`config.mk`:
```
export PLATFORM = sky130hd
export DESIGN_NAME = pipelined_cla_addsub_flat
export DESIGN_NICKNAME = d
export VERILOG_FILES = /design/src/rtl/pipelined_cla_addsub_if.sv /design/src/rtl/pipelined_cla_addsub.sv /design/src/flat_wrapper.sv
export SDC_FILE = /design/constraint.sdc
export NUM_CORES = 1
export LEC_CHECK = 0
export CAP_MARGIN = 20
export CORE_ASPECT_RATIO = 0.7
export CORE_UTILIZATION = 45
export DETAILED_ROUTE_END_ITERATION = 12
export PLACE_DENSITY = 0.79
export RECOVER_POWER = 25
export SYNTH_ARGS = -nofsm -noshare
export SYNTH_HDL_FRONTEND = slang
export SYNTH_SLANG_ARGS = --single-unit
```
`constraint.sdc`:
```
create_clock -name clk -period 2.3 [get_ports clk]
set_input_delay 0.23 -clock clk [delete_from_list [all_inputs] [get_ports clk]]
set_output_delay 0.23 -clock clk [all_outputs]
set_load 0.01 [all_outputs]
```
`src/rtl/pipelined_cla_addsub_if.sv`:
```
// Operand/result handshake bundle for the pipelined carry-lookahead adder/subtractor.
// The master drives operands and out_ready; the slave (the adder) drives results and in_ready.
interface pipelined_cla_addsub_if #(
   parameter int unsigned WIDTH = 16
);
   logic             in_valid;
   logic             in_ready;
   logic [WIDTH-1:0] a;
   logic [WIDTH-1:0] b;
   logic             sub;
   logic             cin;
   logic             out_valid;
   logic             out_ready;
   logic [WIDTH-1:0] sum;
   logic             cout;
   logic             ovf;
   logic             zero;

   modport master (
      output in_valid, a, b, sub, cin, out_ready,
      input  in_ready, out_valid, sum, cout, ovf, zero
   );

   modport slave (
      input  in_valid, a, b, sub, cin, out_ready,
      output in_ready, out_valid, sum, cout, ovf, zero
   );
endinterface

```
`src/rtl/pipelined_cla_addsub.sv`:
```
// Pipelined N-bit adder/subtractor: each stage resolves STAGE_BITS bits with rippled 4-bit CLA
// groups and hands its carry plus skewed operand/sum words to the next stage.
module pipelined_cla_addsub #(
   parameter int unsigned WIDTH      = 16,
   parameter int unsigned STAGE_BITS = 8
) (
   input logic                   clk,
   input logic                   rst,
   pipelined_cla_addsub_if.slave bus
);
   localparam int unsigned NSTAGES = WIDTH / STAGE_BITS;
   localparam int unsigned NGROUPS = STAGE_BITS / 4;

   typedef struct packed {
      logic [STAGE_BITS-1:0] s;
      logic                  co;
      logic                  cmsb;
   } slice_t;

   // cmsb is the carry into the top bit of the slice, needed for signed overflow.
   function automatic slice_t cla_slice(input logic [STAGE_BITS-1:0] x,
                                        input logic [STAGE_BITS-1:0] y,
                                        input logic                  ci);
      slice_t     r;
      logic [3:0] g;
      logic [3:0] p;
      logic [4:0] c;
      logic       gc;
      r  = '0;
      gc = ci;
      for (int grp = 0; grp < int'(NGROUPS); grp++) begin
         g    = x[grp*4 +: 4] & y[grp*4 +: 4];
         p    = x[grp*4 +: 4] ^ y[grp*4 +: 4];
         c[0] = gc;
         c[1] = g[0] | (p[0] & c[0]);
         c[2] = g[1] | (p[1] & g[0]) | (p[1] & p[0] & c[0]);
         c[3] = g[2] | (p[2] & g[1]) | (p[2] & p[1] & g[0]) | (p[2] & p[1] & p[0] & c[0]);
         c[4] = g[3] | (p[3] & g[2]) | (p[3] & p[2] & g[1]) | (p[3] & p[2] & p[1] & g[0])
              | (p[3] & p[2] & p[1] & p[0] & c[0]);
         r.s[grp*4 +: 4] = p ^ c[3:0];
         r.cmsb          = c[3];
         gc              = c[4];
      end
      r.co = gc;
      return r;
   endfunction

   logic               advance;
   logic [NSTAGES-1:0] vld_d, vld_q;
   logic [NSTAGES-1:0] c_d, c_q;
   logic [WIDTH-1:0]   a_d  [NSTAGES];
   logic [WIDTH-1:0]   a_q  [NSTAGES];
   logic [WIDTH-1:0]   bx_d [NSTAGES];
   logic [WIDTH-1:0]   bx_q [NSTAGES];
   logic [WIDTH-1:0]   s_d  [NSTAGES];
   logic [WIDTH-1:0]   s_q  [NSTAGES];
   logic               ovf_d, ovf_q;
   logic               zero_d, zero_q;

   assign advance      = !vld_q[NSTAGES-1] || bus.out_ready;
   assign bus.in_ready = advance;

   for (genvar k = 0; k < int'(NSTAGES); k++) begin : g_stage
      logic [WIDTH-1:0] a_in, bx_in, s_in, s_new;
      logic             c_in, v_in;
      slice_t           r;

      if (k == 0) begin : g_first
         assign a_in  = bus.a;
         assign bx_in = bus.sub ? ~bus.b : bus.b;
         assign c_in  = bus.sub | bus.cin;
         assign s_in  = '0;
         assign v_in  = bus.in_valid;
      end else begin : g_next
         assign a_in  = a_q[k-1];
         assign bx_in = bx_q[k-1];
         assign c_in  = c_q[k-1];
         assign s_in  = s_q[k-1];
         assign v_in  = vld_q[k-1];
      end

      assign r = cla_slice(a_in[k*STAGE_BITS +: STAGE_BITS], bx_in[k*STAGE_BITS +: STAGE_BITS],
                           c_in);

      always_comb begin
         s_new                              = s_in;
         s_new[k*STAGE_BITS +: STAGE_BITS] = r.s;
      end

      assign a_d[k]  = a_in;
      assign bx_d[k] = bx_in;
      assign s_d[k]  = s_new;
      assign c_d[k]  = r.co;
      assign vld_d[k] = v_in;

      if (k == int'(NSTAGES) - 1) begin : g_last
         assign ovf_d  = r.cmsb ^ r.co;
         assign zero_d = (s_new == '0);
      end
   end

   // Data registers only load on a valid slot so outputs stay stable across bubbles.
   always_ff @(posedge clk) begin
      if (rst) begin
         vld_q  <= '0;
         c_q    <= '0;
         ovf_q  <= 1'b0;
         zero_q <= 1'b0;
         for (int k = 0; k < int'(NSTAGES); k++) begin
            a_q[k]  <= '0;
            bx_q[k] <= '0;
            s_q[k]  <= '0;
         end
      end else if (advance) begin
         vld_q <= vld_d;
         for (int k = 0; k < int'(NSTAGES); k++) begin
            if (vld_d[k]) begin
               a_q[k]  <= a_d[k];
               bx_q[k] <= bx_d[k];
               s_q[k]  <= s_d[k];
               c_q[k]  <= c_d[k];
            end
         end
         if (vld_d[NSTAGES-1]) begin
            ovf_q  <= ovf_d;
            zero_q <= zero_d;
         end
      end
   end

   assign bus.out_valid = vld_q[NSTAGES-1];
   assign bus.sum       = s_q[NSTAGES-1];
   assign bus.cout      = c_q[NSTAGES-1];
   assign bus.ovf       = ovf_q;
   assign bus.zero      = zero_q;
endmodule
```
`src/flat_wrapper.sv`:
```
// flat-port wrapper written by rule: the top's interface ports become plain ports
module pipelined_cla_addsub_flat 
#(
   parameter int unsigned WIDTH      = 16,
   parameter int unsigned STAGE_BITS = 8
)
  (clk, rst, bus_in_valid, bus_a, bus_b, bus_sub, bus_cin, bus_out_ready, bus_in_ready, bus_out_valid, bus_sum, bus_cout, bus_ovf, bus_zero);
  pipelined_cla_addsub_if #(.WIDTH(WIDTH)) bus_i ();
  input logic clk;
  input logic rst;
  input wire logic [$bits(bus_i.in_valid)-1:0] bus_in_valid;
  input wire logic [$bits(bus_i.a)-1:0] bus_a;
  input wire logic [$bits(bus_i.b)-1:0] bus_b;
  input wire logic [$bits(bus_i.sub)-1:0] bus_sub;
  input wire logic [$bits(bus_i.cin)-1:0] bus_cin;
  input wire logic [$bits(bus_i.out_ready)-1:0] bus_out_ready;
  output wire logic [$bits(bus_i.in_ready)-1:0] bus_in_ready;
  output wire logic [$bits(bus_i.out_valid)-1:0] bus_out_valid;
  output wire logic [$bits(bus_i.sum)-1:0] bus_sum;
  output wire logic [$bits(bus_i.cout)-1:0] bus_cout;
  output wire logic [$bits(bus_i.ovf)-1:0] bus_ovf;
  output wire logic [$bits(bus_i.zero)-1:0] bus_zero;
  assign bus_i.in_valid = bus_in_valid;
  assign bus_i.a = bus_a;
  assign bus_i.b = bus_b;
  assign bus_i.sub = bus_sub;
  assign bus_i.cin = bus_cin;
  assign bus_i.out_ready = bus_out_ready;
  assign bus_in_ready = bus_i.in_ready;
  assign bus_out_valid = bus_i.out_valid;
  assign bus_sum = bus_i.sum;
  assign bus_cout = bus_i.cout;
  assign bus_ovf = bus_i.ovf;
  assign bus_zero = bus_i.zero;
  pipelined_cla_addsub #(.WIDTH(WIDTH), .STAGE_BITS(STAGE_BITS)) u_core (.clk(clk), .rst(rst), .bus(bus_i));
endmodule
```
Yosys cells after proc, flatten, opt, wreduce, memory -nomap -nowiden
Memory sizes are Yosys's and may differ from the RTL's.
Cells that the tools add are included.

storage, ports and cells
  output and inout port bits = 21
  input bits = 38
  word-level logic and storage cells = 155
  memories = 3
  flip-flop bits (word level) = 6
  memory bits (writable) = 96

operators by class
  bitwise gates (word level) = 125
  reductions and logical operators = 5
  muxes and demuxes = 17

memories
  name         words  bits a word  rd ports  clocked after Yosys merged registers in  wr ports  RTL line                    RTL
  u_core.a_q   2      16           1         0                                        2         pipelined_cla_addsub.sv:52  logic [WIDTH-1:0] a_q [NSTAGES];
  u_core.bx_q  2      16           1         0                                        2         pipelined_cla_addsub.sv:54  logic [WIDTH-1:0] bx_q [NSTAGES];
  u_core.s_q   2      16           2         0                                        2         pipelined_cla_addsub.sv:56  logic [WIDTH-1:0] s_q [NSTAGES];

operators with widths
  kind                number
  $mux W16            7
  $and A1 B1 Y1       64
  $or A1 B1 Y1        47
  $xor A4 B4 Y4       8
  $and A4 B4 Y4       4
  $logic_not A16 Y1   1
  $not A16 Y16        1
  $mux W1             10
  $reduce_and A2 Y1   2
  $logic_not A1 Y1    1
  $logic_or A1 B1 Y1  1
  $xor A1 B1 Y1       1

Longest topological paths before layout
  depth after elaboration = 12
  depth in mapped cells = 11
  depth with buffers taken out = 10

Least setup slack after synthesis
Ideal clock, no wire load.

  kind = register -> register
  start point = mem u_core.a_q[0][8]
  end point = reg u_core.zero_q (netlist: u_core.bus.zero)
  cell stages (with the launch flop) = 11
  path buffers = 0
  library setup time = 0.092 ns
  period minus slack after synthesis = 2.503 ns
  path slack = -0.203 ns
  required time = 2.208 ns
  arrival = 2.410 ns
  path through = edfxtp_1 ha_1 a21oi_1 a2bb2oi_2 nand2_1 fa_1 xnor2_1 nand4_1 nor4b_1 nand4_1 o32ai_1

between the ends
  longest elaborated chain between the ends = 9
  elaborated cells on any way between the ends = 29
  classes of those cells = bitwise (27); reduce/logical (1); memory (1)

RTL lines
  element                                         RTL line                                                                            RTL
  start: declaration                              pipelined_cla_addsub.sv:52
  $mem_v2 Z2 W16 *                                --
  $and A4 B4 Y4 or $xor A4 B4 Y4 (tied branches)  pipelined_cla_addsub.sv:32, pipelined_cla_addsub.sv:33
  $and A1 B1 Y1, on equally long branches         pipelined_cla_addsub.sv:38, pipelined_cla_addsub.sv:39
  $or A1 B1 Y1 or $and A1 B1 Y1 (tied branches)   pipelined_cla_addsub.sv:38, pipelined_cla_addsub.sv:39
  $or A1 B1 Y1                                    pipelined_cla_addsub.sv:39                                                          | (p[3] & p[2] & p[1] & p[0] & c[0]);
  $and A1 B1 Y1, on equally long branches         pipelined_cla_addsub.sv:35, pipelined_cla_addsub.sv:36, pipelined_cla_addsub.sv:37
  $or A1 B1 Y1, on equally long branches          pipelined_cla_addsub.sv:35, pipelined_cla_addsub.sv:36, pipelined_cla_addsub.sv:37
  $xor A4 B4 Y4                                   pipelined_cla_addsub.sv:40                                                          r.s[grp*4 +: 4] = p ^ c[3:0];
  $logic_not A16 Y1 *                             pipelined_cla_addsub.sv:98                                                          assign zero_d = (s_new == '0);
  end signal: assignment                          pipelined_cla_addsub.sv:126                                                         zero_q <= zero_d;
  end: declaration                                pipelined_cla_addsub.sv:58                                                          logic zero_d, zero_q;

Mark *: on every way between the ends. The rest lies on a longest branch, timed or not.
A chain may end at the register's enable or synchronous reset.

Worst setup path in the final report
Ends and elaborated chain as after synthesis.

==> flow_metrics.py <==
metrics = {
    "run_status": {
        "status": "complete, but fails checks",
        "violations": "negative setup slack",
    },
    "logic_synthesis": {
        "synth_top_family_by_area": "simple AND/OR/NAND/NOR gates",
        "synth_xor_area_share_pct": 9.34,
        "syn_area_per_cell_um2": 11.7,
        "synth_compound_area_share_pct": 8.89,
        "synthMuxAreaShare_pct": 0.791,
        "synthFlopType": "edfxtp_1",
        "synth_seq_cells": 46,
        "synthArstFlopShare_pct": 0,
        "synth_edf_count": 40,
        "synth_fa_ha_area_share_pct": 11.1,
        "yosys_warnings": 0,
        "synth.cell_area_mm2": 0.00253,
        "synth_seq_area_share_pct": 52.2,
        "synthesis.instances": 216,
        "synth_nets": 274,
        "synthSimpleGateAreaFrac_pct": 14.3,
        "synthDistinctLibCells": 40,
    },
    "global_route": {
        "grt_max_degree": 19,
        "gr-usage-all-layers_pct": 17.3,
        "grt_pass1_wl_um": 7850,
        "antenna_found_initial": 0,
        "overflow": 0,
        "first_global_vias": 1671,
    },
    "pwr": {
        "ir_worst_vdd_mv": 0.335,
        "p_per_area_mw_per_mm2": 610,
        "p_leak_nw": 1.42,
    },
    "floorplanning": {
        "die_area_mm2": 0.00594,
        "initial_core_util_pct": 47.4,
        "die_x_um": 91.7,
        "io_pins": 59,
        "die_height_um": 64.8,
        "rows": 22,
        "core_mm2": 0.00534,
    },
    "timing": {
        "relSlewSlack_pct": 50.8,
        "finClkSkew_ns": 0.00990,
        "setup_viol": 1,
        "finalHoldViolations": 0,
        "period_share_pct": 111,
        "rsz0062_at_grt": "yes",
        "setup_slack_ns": -0.250,
        "finalCriticalPeriod_ns": 2.55,
        "fmax_mhz": 392,
        "whs_ns": 0.492,
        "drv_slew": 0,
        "worstMarginPinSlew_ns": 0.738,
    },
    "clock_tree": {
        "clkTransAtPathRegs_ns": 0.09,
        "cts.sinks": 46,
        "htreeDepth": 2,
        "postCtsHoldBufs": 0,
        "insertion_delay_ns": 0.30,
        "numCtsBuffers": 5,
        "clockBufferDepth": 2,
        "cts_tree": "done",
        "cts-root-buf": "clkbuf_8",
    },
    "critical_path": {
        "worstPathArrival_ns": 2.77,
        "crit_start": "u_core.a_q[0][8]$_SDFFCE_PN0P_",
        "criticalPathCategory": "reg -> reg",
        "endpoint_kind": "register",
        "cp.required_ns": 2.52,
        "worst-path-max-fanout": 2,
        "cp-start-kind": "register",
        "r2r-start": "u_core.a_q[0][8]$_SDFFCE_PN0P_",
    },
    "placement": {
        "place_area_mm2": 0.00335,
        "dp_hpwl_um": 3750,
        "gp_congestion": 0.831,
        "port_buffers": 58,
    },
    "routing": {
        "firstDrtPassIters": 4,
        "wire_per_inst_um": 12.6,
        "drt_iter0_markers": 123,
        "drc": 0,
        "ant_nets": 0,
        "routed_wl_um": 4640,
        "vias": 1794,
        "drt-vias-per-instance": 4.86,
    },
    "min_path": {
        "hp-start": "u_core.bus.zero$_SDFFE_PP0P_",
        "hold_class": "reg -> reg",
    },
    "finish": {
        "nFillCells": 423,
        "final_nets": 354,
        "finalInstanceArea_mm2": 0.00347,
        "drive_above_1_share_pct": 14.5,
        "areaGrowthSynthToFinish_pct": 37.1,
        "diodes": 0,
    },
    "job": {
        "maxCapViolCount": 0,
    },
}
[flip-flops by register name, indices dropped and copies added (netlist names)]
signal and flops:
u_core.s_q 24, u_core.bus.ovf 1, u_core.bx_q 8, u_core.vld_q 2, u_core.bus.zero 1, u_core.a_q 8
u_core.c_q 2
[worst max-delay path: stages, from the launching register on]
cell       delay (ns)
edfxtp_1         0.40
ha_1             0.32
a21oi_2          0.17
a2bb2oi_2        0.21
nand2_1          0.10
fa_2             0.36
xnor2_2          0.17
nand4_1          0.12
nor4b_2          0.25
nand4_1          0.16
o32ai_2          0.22
[final cells by class]
| type | instances | area (um^2) | share of cell area, % |
|---|---|---|---|
| multi-input cells | 149 | 1170 | 33.8 |
| clock buffers | 5 | 68.8 | 1.98 |
| flip-flops and latches | 46 | 1320 | 38.1 |
| clock inverters | 3 | 23.8 | 0.685 |
| repair buffers | 79 | 737 | 21.2 |
| inverters | 15 | 56.3 | 1.62 |
| well taps | 72 | 90.1 | 2.60 |
[cell usage in the layout, fill, tap and decap left out, types with 12 or more instances in the layout]
cell	count
buf_4	21
ha_1	15
dlygate4sd3_1	21
nor2_1	31
xor2_1	14
edfxtp_1	40
xnor2_1	12
and2_1	20
clkdlybuf4s50_1	36
inv_1	14
[metrics by stage]
step                      power [mW]  worst slack [ns]  utilization (%)  setup TNS, ns  std cells
final                           2.12            -0.250             65.0         -0.250        369
after global routing            2.23            -0.380             65.0         -0.380        369
after CTS                       2.14            -0.237             64.8         -0.237        369
after detailed placement        1.64            -0.328             62.8          -1.71        360
after global placement          1.63            -0.263             62.8          -1.23        360
after floorplan                 1.38            0.0218                -              0        216
[metal layers]
| layer | global-route usage (%) | vias up | routed length (um) |
|---|---|---|---|
| li1 | - | 915 | - |
| met1 | 24.6 | 799 | 2320 |
| met2 | 25.3 | 76 | 1960 |
| met3 | 3.99 | 4 | 314 |
| met4 | 7.14 | 0 | 40 |
| met5 | 0 | - | 0 |
[report_power, final]
group	internal (mW)	leakage [nW]	switching, mW
combinational	0.310	0.898	0.273
clock	0.217	0.0408	0.282
sequential	1.00	0.481	0.0319
total	1.53	1.42	0.587
[Yosys cell counts (4+ instances only)]
library cell   n  area (um^2)
fa_1           4         80.1
nor3_1         5         25.0
edfxtp_1      40         1200
xor2_1        14          123
inv_1         14         52.6
xnor2_1       13          114
clkbuf_1       4         15.0
nor2_1        31          116
and2_1        20          125
a21o_1         4         30.0
a21oi_1        6         30.0
nand2_1        5         18.8
ha_1          16          200
dfxtp_1        6          120
[final timing paths]
check                                                    end  slack, ns  depth (start not counted)
worst max register to register  u_core.bus.zero$_SDFFE_PP0P_      -0.25                         10
worst min-delay path            u_core.bus.zero$_SDFFE_PP0P_       0.49                          2
worst min register to register  u_core.bus.zero$_SDFFE_PP0P_       0.49                          2
worst max-delay path            u_core.bus.zero$_SDFFE_PP0P_      -0.25                         10
[cell families after synthesis]
logic type / count (synthesis)
XOR/XNOR: 27
multiplexers: 2
AO/OA/AOI/OAI: 27
adder cells (fa/ha/maj): 20
flip-flops: 46
AND/OR/NAND/NOR: 73
buffers and inverters: 21
[what timing repair did]
item / in CTS / in global routing
resized for setup: 2 / 2
endpoints found under the setup margin: 5 / 2
setup buffers: 1 / 0
pin swaps: 2 / 0
gates cloned: 0 / 0
Power figures use the tool's default switching activity.
==> RTL edit: new RTL, same flow settings <==
`WIDTH` is set to 16 in 3 places; all go to 32.
--- a/src/rtl/pipelined_cla_addsub_if.sv
+++ b/src/rtl/pipelined_cla_addsub_if.sv
@@ -3,3 +3,3 @@
 interface pipelined_cla_addsub_if #(
-   parameter int unsigned WIDTH = 16
+   parameter int unsigned WIDTH = 32
 );
--- a/src/rtl/pipelined_cla_addsub.sv
+++ b/src/rtl/pipelined_cla_addsub.sv
@@ -3,3 +3,3 @@
 module pipelined_cla_addsub #(
-   parameter int unsigned WIDTH      = 16,
+   parameter int unsigned WIDTH      = 32,
    parameter int unsigned STAGE_BITS = 8
--- a/src/flat_wrapper.sv
+++ b/src/flat_wrapper.sv
@@ -3,3 +3,3 @@
 #(
-   parameter int unsigned WIDTH      = 16,
+   parameter int unsigned WIDTH      = 32,
    parameter int unsigned STAGE_BITS = 8
Interface: changed (resized bus_a, bus_b and bus_sum); port bits go from 59 to 107. No check against the original RTL was run, so the function may have changed too.
==> RTL edit against the unedited design <==
The flow still finishes with violations (negative setup slack). Utilization is 6.9 points lower. Sequential share of layout area increased by 14 points. Design area rose to 3.0 times the old value. Routed wire length increased to 3.4 times the old value. Maximum frequency grew 9.2%. Worst setup slack improved by 220 ps. Synthesized cell count rose to 2.9 times the old value. Power increased to 3.7 times the old value. Non-clock buffer count rose by 62. Final cell count grew to 2.7 times the old value. Area after synthesis rose to 3.3 times the old value. Sequential cell count rose by 140. Largest cell class unchanged. Highest routed layer unchanged.
==> RTL edit: results (changes against the unedited design) <==
The first-pass GRT wire length came out at 25,500 um (was 7850 um). The number of nets in the final layout is 853 (was 354). The synthesized net count is 728 (was 274). The HPWL after detailed placement is 11,400 um (was 3750 um). The worst slack after detailed placement was -248 ps (was -328 ps). The launch point of the worst hold path is bus_sub (was u_core.bus.zero). The area occupied by registers came out at 5490 um2 (was 1320 um2). The CTS buffer count is 17 (was 5). The area of the core came out at 18,100 um2 (was 5340 um2). The worst-case vdd ir drop came out at 616 uV (was 335 uV). The share of post-route cells with drive strength above 1 is 11.2% (was 14.5%).

The total of plain and repair buffers excluding clock buffers is 141 (was 79). The global router's overall resource usage is 17.7% (was 17.3%). The critical path's slowest cell is sky130_fd_sc_hd__fa_1 (was sky130_fd_sc_hd__edfxtp_1). The number of fill cells in the layout came out at 1,403 (was 423). The transition time of the tightest slew-check pin came out at 688 ps (was 738 ps). The H-tree level count is 4 (was 2). The number of enable-type register cells in the synthesized netlist is 176 (was 40).

The total leakage power is 4.49 nW (was 1.42 nW). The number of setup violations in the final report is 2 (was 1). The worst-case setup margin in the final layout is -33.9 ps (was -250 ps). The multi-input logic area is 2740 um2 (was 1170 um2). The fraction of the mapped netlist area in compound gates came out at 4.56% (was 8.89%).

Violated checks: negative setup slack (unchanged). The final clock skew is 10.2 ps (was 9.90 ps). The area share of fa/ha/maj cells after synthesis is 6.72% (was 11.1%). The pin count of the biggest net entering global routing is 84 (was 19). The placement-stage cell area came out at 9850 um2 (was 3350 um2). The origin of the critical flop-to-flop path is u_core.bx_q[0][88] (was u_core.a_q[0][8]). The overall via count from detail_route is 5,085 (was 1,794). The class of the tightest hold or removal check is in -> reg (was reg -> reg). The area share of xor/xnor cells in the synthesized design came out at 5.46% (was 9.34%). Outcome: complete, but fails checks (unchanged). The setup fix buffers added after clock tree synthesis is 2 (was 1). The via count of the first global-routing pass came out at 4,987 (was 1,671). The arrival time of the worst setup path is 2690 ps (was 2770 ps).

The final setup TNS came out at -43.6 ps (was -250 ps). The count of multi-input gates is 380 (was 149). The end point of the most critical hold path is u_core.bx_q[0][19] (was u_core.bus.zero). The portion of the layout cell area used by non-clock buffers is 12.6% (was 21.2%).

The violation count after the first detailed-routing iteration is 326 (was 123). The mux cell area share after synthesis came out at 0% (was 0.791%). The cell depth of the worst min-delay path came out at 4 (was 2). The clock network area share is 5.51% (was 2.67%). The first-pass detailed-route iteration total is 5 (was 4).

The sequential cell count was 186 (was 46).
[RTL edit: changes by cell type after synthesis, sizes merged, moves of 22 or more]
cell and delta:
clkbuf +28, nor2 +26, edfxtp +136, and3 +124, xnor2 +22
[RTL edit: stage by stage]
step	hold WS (ps)	std cells	util (%)
6_report	437	992	58.1
5_1_grt	456	992	58.1
4_1_cts	420	989	57.9
3_5_place_dp	485	955	54.6
3_3_place_gp	461	955	54.6
2_1_floorplan	409	618	-
[RTL edit: cells by family after synthesis]
| kind of cell | count (synthesis) |
|---|---|
| and+or+nand+nor | 233 |
| DFF | 186 |
| buffers and inverters | 52 |
| adders and majority gates | 40 |
| xor gates and xnor gates | 52 |
| AOI/OAI and AO/OA | 55 |
[RTL edit: how the worst max path moves through the flow]
stage                       end  slack, ps  cells past startpoint                from
3_5_place_dp   u_core.s_q[0][4]       -250                      9            bus_b[1]
6_report        u_core.bus.zero        -30                     10  u_core.bx_q[0][88]
2_1_floorplan  u_core.s_q[0][4]         -9                     10             bus_sub
4_1_cts         u_core.bus.zero        -40                     10  u_core.bx_q[0][88]
3_3_place_gp   u_core.s_q[0][4]       -180                      9            bus_b[1]
5_1_grt         u_core.bus.zero       -170                     10   u_core.a_q[0][88]
[RTL edit: layer usage]
metal | track usage [%] | vias to the layer above | part of all wire [%]
li1 | - | 2519 | -
met3 | 4.37 | 19 | 6.3
met2 | 26.3 | 165 | 43
met5 | 0 | - | 0
met1 | 25.5 | 2382 | 49
met4 | 5.57 | 0 | 1.4
[RTL edit: report_power, final]
part,internal (W),switching [W]
Clock,0.00161,0.00121
Combinational,0.000447,0.000462
Sequential,0.00393,0.0000817
Total,0.00599,0.00176
